==> src/rtl/keypad_hex_entry_if.sv <==
// keypad_hex_entry_if: key strobe, selection handshake and status signals of the keypad entry stage.
`default_nettype none

interface keypad_hex_entry_if;
  logic       key_valid;
  logic [4:0] key_code;
  logic [3:0] hex_digit;
  logic [7:0] sel_code;
  logic       sel_valid;
  logic       sel_ready;
  logic       busy;
  logic       err;
  logic       timeout;

  modport master (
    output key_valid, key_code, sel_ready,
    input  hex_digit, sel_code, sel_valid, busy, err, timeout
  );

  modport slave (
    input  key_valid, key_code, sel_ready,
    output hex_digit, sel_code, sel_valid, busy, err, timeout
  );
endinterface

`default_nettype wire

==> src/rtl/keypad_hex_entry.sv <==
// ---------------------------------------------------------------------------
// keypad_hex_entry : collects two hex keys into an 8-bit selection code
//                    and offers it downstream with a valid/ready handshake.
// Revision 1.0
// ---------------------------------------------------------------------------
`default_nettype none

module keypad_hex_entry #(
  parameter int TIMEOUT_CYCLES = 1000
) (
  input  logic                clk,
  input  logic                rst,
  keypad_hex_entry_if.slave   bus
);

  localparam int            CW   = (TIMEOUT_CYCLES > 2) ? $clog2(TIMEOUT_CYCLES) : 1;
  localparam logic [CW-1:0] TERM = CW'(TIMEOUT_CYCLES - 1);

  typedef enum logic [1:0] {
    IDLE  = 2'd0,
    ENTRY = 2'd1,
    FULL  = 2'd2,
    HOLD  = 2'd3
  } state_t;

  state_t        state, state_n;
  logic [7:0]    code, code_n;
  logic [3:0]    digit, digit_n;
  logic [CW-1:0] cnt, cnt_n;
  logic          err_n, tmo_n;
  logic          valid_q, err_q, tmo_q;

  logic is_digit, is_enter, is_clear;

  assign is_digit = bus.key_valid & ~bus.key_code[4];
  assign is_enter = bus.key_valid & (bus.key_code == 5'h10);
  assign is_clear = bus.key_valid & (bus.key_code == 5'h11);

  always_comb begin
    state_n = state;
    code_n  = code;
    digit_n = digit;
    cnt_n   = '0;
    err_n   = 1'b0;
    tmo_n   = 1'b0;
    case (state)
      IDLE: begin
        if (is_digit) begin
          code_n  = {code[3:0], bus.key_code[3:0]};
          digit_n = bus.key_code[3:0];
          state_n = ENTRY;
        end else if (is_clear) begin
          code_n  = '0;
          digit_n = '0;
        end else if (bus.key_valid) begin
          err_n = 1'b1;
        end
      end
      ENTRY, FULL: begin
        if (is_clear) begin
          state_n = IDLE;
          code_n  = '0;
          digit_n = '0;
        end else if (is_enter) begin
          state_n = HOLD;
        end else if (is_digit && state == ENTRY) begin
          code_n  = {code[3:0], bus.key_code[3:0]};
          digit_n = bus.key_code[3:0];
          state_n = FULL;
        end else if (bus.key_valid) begin
          // A rejected key neither restarts nor expires the idle window.
          err_n = 1'b1;
          cnt_n = cnt;
        end else if (cnt == TERM) begin
          state_n = IDLE;
          code_n  = '0;
          digit_n = '0;
          tmo_n   = 1'b1;
        end else begin
          cnt_n = cnt + 1'b1;
        end
      end
      HOLD: begin
        if (bus.sel_ready || is_clear) begin
          state_n = IDLE;
          code_n  = '0;
        end
        if (is_clear) begin
          digit_n = '0;
        end else if (bus.key_valid) begin
          err_n = 1'b1;
        end
      end
      default: state_n = IDLE;
    endcase
  end

  always_ff @(posedge clk) begin
    if (rst) begin
      state   <= IDLE;
      code    <= '0;
      digit   <= '0;
      cnt     <= '0;
      valid_q <= 1'b0;
      err_q   <= 1'b0;
      tmo_q   <= 1'b0;
    end else begin
      state   <= state_n;
      code    <= code_n;
      digit   <= digit_n;
      cnt     <= cnt_n;
      valid_q <= (state_n == HOLD);
      err_q   <= err_n;
      tmo_q   <= tmo_n;
    end
  end

  assign bus.hex_digit = digit;
  assign bus.sel_code  = code;
  assign bus.sel_valid = valid_q;
  assign bus.err       = err_q;
  assign bus.timeout   = tmo_q;
  assign bus.busy      = (state != IDLE);

endmodule

`default_nettype wire

==> src/flat_wrapper.sv <==
// flat-port wrapper written by rule: the top's interface ports become plain ports
module keypad_hex_entry_flat 
#(
  parameter int TIMEOUT_CYCLES = 1000
)
  (clk, rst, bus_key_valid, bus_key_code, bus_sel_ready, bus_hex_digit, bus_sel_code, bus_sel_valid, bus_busy, bus_err, bus_timeout);
  keypad_hex_entry_if bus_i ();
  input  logic clk;
  input  logic rst;
  input wire logic [$bits(bus_i.key_valid)-1:0] bus_key_valid;
  input wire logic [$bits(bus_i.key_code)-1:0] bus_key_code;
  input wire logic [$bits(bus_i.sel_ready)-1:0] bus_sel_ready;
  output wire logic [$bits(bus_i.hex_digit)-1:0] bus_hex_digit;
  output wire logic [$bits(bus_i.sel_code)-1:0] bus_sel_code;
  output wire logic [$bits(bus_i.sel_valid)-1:0] bus_sel_valid;
  output wire logic [$bits(bus_i.busy)-1:0] bus_busy;
  output wire logic [$bits(bus_i.err)-1:0] bus_err;
  output wire logic [$bits(bus_i.timeout)-1:0] bus_timeout;
  assign bus_i.key_valid = bus_key_valid;
  assign bus_i.key_code = bus_key_code;
  assign bus_i.sel_ready = bus_sel_ready;
  assign bus_hex_digit = bus_i.hex_digit;
  assign bus_sel_code = bus_i.sel_code;
  assign bus_sel_valid = bus_i.sel_valid;
  assign bus_busy = bus_i.busy;
  assign bus_err = bus_i.err;
  assign bus_timeout = bus_i.timeout;
  keypad_hex_entry #(.TIMEOUT_CYCLES(TIMEOUT_CYCLES)) u_core (.clk(clk), .rst(rst), .bus(bus_i));
endmodule
==> config.mk <==
export PLATFORM = sky130hd
export DESIGN_NAME = keypad_hex_entry_flat
export DESIGN_NICKNAME = d
export VERILOG_FILES = /design/src/rtl/keypad_hex_entry_if.sv /design/src/rtl/keypad_hex_entry.sv /design/src/flat_wrapper.sv
export SDC_FILE = /design/constraint.sdc
export NUM_CORES = 1
export LEC_CHECK = 0
export CAP_MARGIN = 20
export CORE_AREA = 5 5 67 69
export DETAILED_ROUTE_END_ITERATION = 7
export DIE_AREA = 0 0 72 74
export HOLD_SLACK_MARGIN = 0.03
export PLACE_DENSITY_LB_ADDON = 0.08
export SLEW_MARGIN = 0
export SYNTH_ARGS = -nofsm -noshare
export SYNTH_HDL_FRONTEND = slang
export SYNTH_SLANG_ARGS = --single-unit
==> constraint.sdc <==
create_clock -name clk -period 2.25 [get_ports clk]
set_input_delay 0.45 -clock clk [delete_from_list [all_inputs] [get_ports clk]]
set_output_delay 0.45 -clock clk [all_outputs]
set_load 0.005 [all_outputs]
==> results of run 1 <==
[routing by layer]
metal,vias up,share of wire
met3,10,0.026
met2,22,0.54
met4,0,0.028
met5,-,0
met1,608,0.41
li1,624,-
[metrics by stage]
stage | total power [mW] | cells | worst slack (ns) | hold slack [ns] | area, sq um
after floorplan | 0.6001 | 150 | 0.6267 | 0.4600 | 1444
after global placement | 0.6616 | 229 | 0.1107 | 0.4609 | 1770
after detailed placement | 0.6625 | 229 | 0.07507 | 0.4579 | 1770
after CTS | 0.9407 | 233 | 0.2435 | 0.4755 | 1815
after global routing | 0.9652 | 233 | 0.1875 | 0.5031 | 1815
final | 0.9198 | 233 | 0.2700 | 0.4698 | 1815
[registers in the layout, indices dropped and copies added (netlist names)]
name	flops
u_core.bus.err	1
u_core.state	2
u_core.bus.timeout	1
u_core.bus.sel_valid	1
u_core.bus.sel_code	8
u_core.cnt	10
u_core.bus.hex_digit	4
[power by group]
| part | switching (mW) | internal [mW] | leakage, nW |
|---|---|---|---|
| clock network | 0.141 | 0.127 | 0.0228 |
| logic | 0.0877 | 0.0711 | 0.418 |
| registers | 0.00648 | 0.487 | 0.218 |
[cells in the mapped netlist, types with 2 or more instances]
| cell type | number | area, sq um |
|---|---|---|
| xnor2_1 | 5 | 43.79 |
| nor2_4 | 2 | 22.52 |
| nand4_1 | 2 | 12.51 |
| o21ai_0 | 3 | 15.01 |
| and4_1 | 2 | 17.52 |
| mux2i_1 | 2 | 20.02 |
| nor2b_1 | 4 | 25.02 |
| ha_1 | 5 | 62.56 |
| xor2_1 | 4 | 35.03 |
| nand2_1 | 9 | 33.78 |
| nor2_1 | 12 | 45.04 |
| a22o_1 | 4 | 35.03 |
| o2111ai_1 | 9 | 78.83 |
| nand3_1 | 11 | 55.05 |
| a21oi_1 | 10 | 50.05 |
| a31o_2 | 2 | 17.52 |
| buf_6 | 3 | 33.78 |
| dfxtp_1 | 27 | 540.5 |
| inv_1 | 6 | 22.52 |
[worst reg2reg max path: stages, from the launching register on]
cell	delay (ns)
dfxtp_1	0.38
inv_1	0.11
ha_1	0.27
nand3b_1	0.28
nand2_1	0.09
a311oi_1	0.23
o31a_1	0.30
a22o_1	0.18
[kinds of logic (layout without fill, tap and decap cells)]
family	after synthesis	after routing	synth area share
xor gates and xnor gates	9	9	0.05459
and+or+nand+nor	55	55	0.2366
DFF	27	27	0.3744
AOI/OAI and AO/OA	40	40	0.2236
buffers and inverters	12	45	0.05372
muxes	2	2	0.01387
adders and majority gates	5	5	0.04333
[cell type report]
| class | instances | area share |
|---|---|---|
| clock buffer | 4 | 0.02481 |
| inverter | 7 | 0.01447 |
| multi-input combinational | 111 | 0.4549 |
| sequential | 27 | 0.2977 |
| tap | 50 | 0.03446 |
| timing repair buffer | 34 | 0.1737 |
[worst max path at each step]
stage                          startpoint                                   end  slack, ns
4_1_cts        u_core.state[0]$_SDFF_PP0_                              bus_busy       0.24
3_5_place_dp                bus_key_valid   u_core.bus.sel_code[4]$_SDFFE_PP0P_       0.08
5_1_grt        u_core.state[0]$_SDFF_PP0_                              bus_busy       0.19
2_1_floorplan             bus_key_code[1]  u_core.bus.hex_digit[0]$_SDFFE_PP0P_       0.63
6_report       u_core.state[0]$_SDFF_PP0_                              bus_busy       0.27
3_3_place_gp              bus_key_code[4]  u_core.bus.hex_digit[2]$_SDFFE_PP0P_       0.11
==> impl_metrics.env, run 1 <==
export IMPL_status="finished clean"
export IMPL_max_slew_margin=0.7585
export IMPL_setup_viol=0
export IMPL_layout_common_cells="dfxtp_1 (27), clkdlybuf4s50_1 (24), nor2_1 (12)"
export IMPL_place_congestion=0.8083
export IMPL_synthesis_area_sq_mm=0.001444
export IMPL_cp_end_kind="output pin"
export IMPL_antenna_cells=0
export IMPL_use_met2=0.2633
export IMPL_insertion_delay_ns=0.27
export IMPL_clock_path_buffers=2
export IMPL_synth_fp_nets=164
export IMPL_crit_buf_inv=3
export IMPL_core_area_sq_mm=0.003856
export IMPL_clock_root_buffer="clkbuf_8"
export IMPL_first_pass_iters=4
export IMPL_crit_path_cell_trace="inv_1, ha_1, inv_1, clkdlybuf4s50_1"
export IMPL_critical_path_cell_count=4
export IMPL_min_path_type="reg -> reg"
export IMPL_grt_pass1_wl_um=5664
export IMPL_crit_fanout=4
export IMPL_crit_path_max_incr_delay_ns=0.49
export IMPL_crit_path_frequent_cell="inv_1"
export IMPL_worst_r2r_setup_slack_ns=0.36
export IMPL_viasPerCell=5.425
export IMPL_met3_usage=0.02973
export IMPL_p_per_area_mw_per_mm2=506.6
export IMPL_worst_pin_slew_ns=0.3623
export IMPL_drive_gt1_frac=0.1585
export IMPL_htreeDepth=1
export IMPL_seqCellArea_sq_um=540.5
export IMPL_multiInputGateArea_sq_um=825.8
export IMPL_fin_tns_setup_ns=0
export IMPL_drcViolationCount=0
export IMPL_startpoint_type="register"
export IMPL_cts_resized=0
export IMPL_seq_area_frac_synth=0.3744
export IMPL_fin_crit_sh=0.8800
export IMPL_die_area_sq_mm=0.005328
export IMPL_drtIter0Drc=42
export IMPL_hpwl_um=2722
export IMPL_rsz0062_at_grt="no"
export IMPL_die_x_um=72
export IMPL_fin_skew_ns=0.004265
export IMPL_hold_violations=0
export IMPL_maxCapViolCount=0
export IMPL_busiest_layer="met2"
export IMPL_rr_worst_depth=7
export IMPL_tritoncts="built"
export IMPL_timing_rr_start="u_core.state[1]$_SDFF_PP0_"
export IMPL_std_cell_rows=23
export IMPL_grtUsageTotal=0.1341
export IMPL_final_core_util=0.4708
export IMPL_num_fill_cells=381
export IMPL_postSynthCellCount=150
export IMPL_clkSinkCount=27
export IMPL_ys_warn_count=0
export IMPL_min_period_ns=1.980
export IMPL_totalWireLength_um=3493
export IMPL_synthArstFlopShare=0
export IMPL_syn_to_final_growth_pct=25.74
export IMPL_min_from="u_core.bus.sel_code[7]$_SDFFE_PP0P_"
export IMPL_synth_ff_type="dfxtp_1"
export IMPL_final_max_slew_viol_count=0
export IMPL_worstPathRequired_ns=1.80
export IMPL_slowest_stage="clkdlybuf4s50_1"
export IMPL_vias=1264
export IMPL_grt_pass1_vias=1260
export IMPL_grt_ovfl_total=0
export IMPL_critical_path_class="reg -> out"
export IMPL_cts_clk_slew_worst_paths_ns=0.09
export IMPL_vdd_ir_drop_max_uv=264.6
export IMPL_p_leak_nw=0.6594
export IMPL_postRouteAntennaNets=0
export IMPL_num_nets_final=198
export IMPL_synth_edf_count=0
export IMPL_worstReg2RegEnd="u_core.bus.hex_digit[3]$_SDFFE_PP0P_"
export IMPL_synthDistinctLibCells=47
export IMPL_cp_top_family="buffers and inverters"
export IMPL_critPathArrivalTime_ns=1.53
export IMPL_min_to="u_core.bus.sel_code[7]$_SDFFE_PP0P_"
export IMPL_syn_area_per_cell_sq_um=9.626
export IMPL_synth_seq_cells=27
export IMPL_num_io_pins=25
export IMPL_hold_depth=2
export IMPL_cts_buffers=3
export IMPL_final_common_cell="dfxtp_1"
export IMPL_antenna_found_initial=0
export IMPL_clock_fmax_mhz=505.1
export IMPL_die_h_um=74
export IMPL_post_cts_setup_buffers=0
export IMPL_ctsHoldBuffers=0
export IMPL_grt_max_degree=15
export IMPL_use_met1=0.1395
export IMPL_start_util=0.3744
export IMPL_portBuffers=24
export IMPL_post_drt_wl_per_cell_um=14.99
No activity file was read; power rests on OpenSTA's default activity.
==> run 2: changes to the inputs <==
- CAP_MARGIN: 20 -> unset
- clock period: 2.25 -> 2.1 ns (I/O delays scaled with it)
==> impl_metrics.env, run 2 (synthesis results as in run 1) <==
export IMPL_status="finished clean"
export IMPL_ctsHoldBuffers=0
export IMPL_clock_path_buffers=2
export IMPL_vias=1266
export IMPL_num_fill_cells=394
export IMPL_antenna_cells=0
export IMPL_cts_buffers=3
export IMPL_drt_met1_wl_um=1526
export IMPL_grt_pass1_vias=1301
export IMPL_rsz0062_at_grt="no"
export IMPL_dr_wl_met2_um=1892
export IMPL_clock_root_buffer="clkbuf_8"
export IMPL_final_core_util=0.4828
export IMPL_critPathArrivalTime_ns=1.56
export IMPL_core_area_sq_mm=0.003856
export IMPL_cp_end_kind="output pin"
export IMPL_vdd_ir_drop_max_uv=208.3
export IMPL_hold_depth=2
export IMPL_insertion_delay_ns=0.28
export IMPL_setup_ws_ns=0.1247
export IMPL_num_nets_final=204
export IMPL_totalWireLength_um=3552
export IMPL_wl_met3_um=70
export IMPL_portBuffers=24
export IMPL_grtUsageTotal=0.1424
export IMPL_worst_pin_slew_ns=0.3594
export IMPL_placement_cell_area_sq_mm=0.001815
export IMPL_layout_common_cells="dfxtp_1 (27), clkdlybuf4s50_1 (24), buf_4 (16)"
export IMPL_stdcell_count=239
export IMPL_first_pass_iters=4
export IMPL_hold_violations=0
export IMPL_final_max_slew_viol_count=0
export IMPL_num_io_pins=25
export IMPL_setup_viol=0
export IMPL_timing_hold_ws_ns=0.4689
export IMPL_post_route_cell_area_sq_mm=0.001862
export IMPL_die_h_um=74
export IMPL_final_common_cell="dfxtp_1"
export IMPL_min_path_type="reg -> reg"
export IMPL_start_util=0.3744
export IMPL_drcViolationCount=0
export IMPL_grt_max_degree=16
export IMPL_drive_gt1_frac=0.1905
export IMPL_worstPathRequired_ns=1.68
export IMPL_p_leak_nw=0.6903
export IMPL_rr_worst_depth=7
export IMPL_cts_clk_slew_worst_paths_ns=0.10
export IMPL_crit_fanout=4
export IMPL_max_slew_margin=0.7604
export IMPL_fin_crit_sh=0.9406
export IMPL_post_drt_wl_per_cell_um=14.86
export IMPL_post_cts_setup_buffers=0
export IMPL_clkSinkCount=27
export IMPL_largest_register="u_core.cnt"
export IMPL_largest_register_ffs=10
export IMPL_htreeDepth=1
export IMPL_pre_cts_ws_ns=-0.1037
export IMPL_die_area_sq_mm=0.005328
export IMPL_fin_tns_setup_ns=0
export IMPL_startpoint_type="register"
export IMPL_viasPerCell=5.297
export IMPL_min_period_ns=1.975
export IMPL_critical_path_class="reg -> out"
export IMPL_fin_skew_ns=0.006496
export IMPL_grt_ovfl_total=0
export IMPL_postRouteAntennaNets=0
export IMPL_p_total_mw=1.015
export IMPL_hpwl_um=2825
export IMPL_tritoncts="built"
export IMPL_std_cell_rows=23
export IMPL_place_congestion=0.8588
export IMPL_clock_fmax_mhz=506.2
export IMPL_top_layer_used="met4"
export IMPL_multiInputGateArea_sq_um=825.8
export IMPL_syn_to_final_growth_pct=28.94
export IMPL_dp_cells=235
export IMPL_cts_resized=0
export IMPL_drtIter0Drc=32
export IMPL_die_x_um=72
export IMPL_maxCapViolCount=0
export IMPL_seqCellArea_sq_um=540.5
export IMPL_antenna_found_initial=0
export IMPL_p_per_area_mw_per_mm2=545.4
export IMPL_grt_pass1_wl_um=6037
==> run 2: cell count changes in the layout (fill, tap and decap cells not counted), sizes merged <==
cell	previous run	this run
buf	10	16
clkbuf	4	3
clkinv	0	1
==> run 2: final timing paths <==
path | start | to | slack (ns)
max | u_core.state[1]$_SDFF_PP0_ | bus_busy | 0.12
min | u_core.bus.sel_code[4]$_SDFFE_PP0P_ | u_core.bus.sel_code[4]$_SDFFE_PP0P_ | 0.47
max reg2reg | u_core.state[1]$_SDFF_PP0_ | u_core.bus.hex_digit[2]$_SDFFE_PP0P_ | 0.17
min reg2reg | u_core.bus.sel_code[4]$_SDFFE_PP0P_ | u_core.bus.sel_code[4]$_SDFFE_PP0P_ | 0.47
==> run 2: area by class of cell <==
cell class / instances / area share
multi-input combinational: 111 / 0.4435
sequential: 27 / 0.2903
clock buffer: 3 / 0.02218
inverter: 7 / 0.01411
clock inverter: 1 / 0.002688
timing repair buffer: 40 / 0.1935
tap: 50 / 0.03360
==> run 2: routing by layer <==
| layer | vias to the layer above | track usage |
|---|---|---|
| li1 | 634 | - |
| met1 | 613 | 0.1551 |
| met2 | 13 | 0.2735 |
| met3 | 6 | 0.02432 |
| met4 | 0 | 0.05637 |
| met5 | - | 0 |
==> run 2: power breakdown <==
part,internal (mW),total (mW),switching (mW)
clock,0.133,0.309,0.176
sequential,0.522,0.528,0.00676
combinational,0.0820,0.178,0.0959
==> run 2: worst max-delay path, cell delays in order, from the launching register on <==
cell             delay (ns)
dfxtp_1                0.40
inv_1                  0.11
ha_1                   0.22
inv_1                  0.06
clkdlybuf4s50_1        0.49
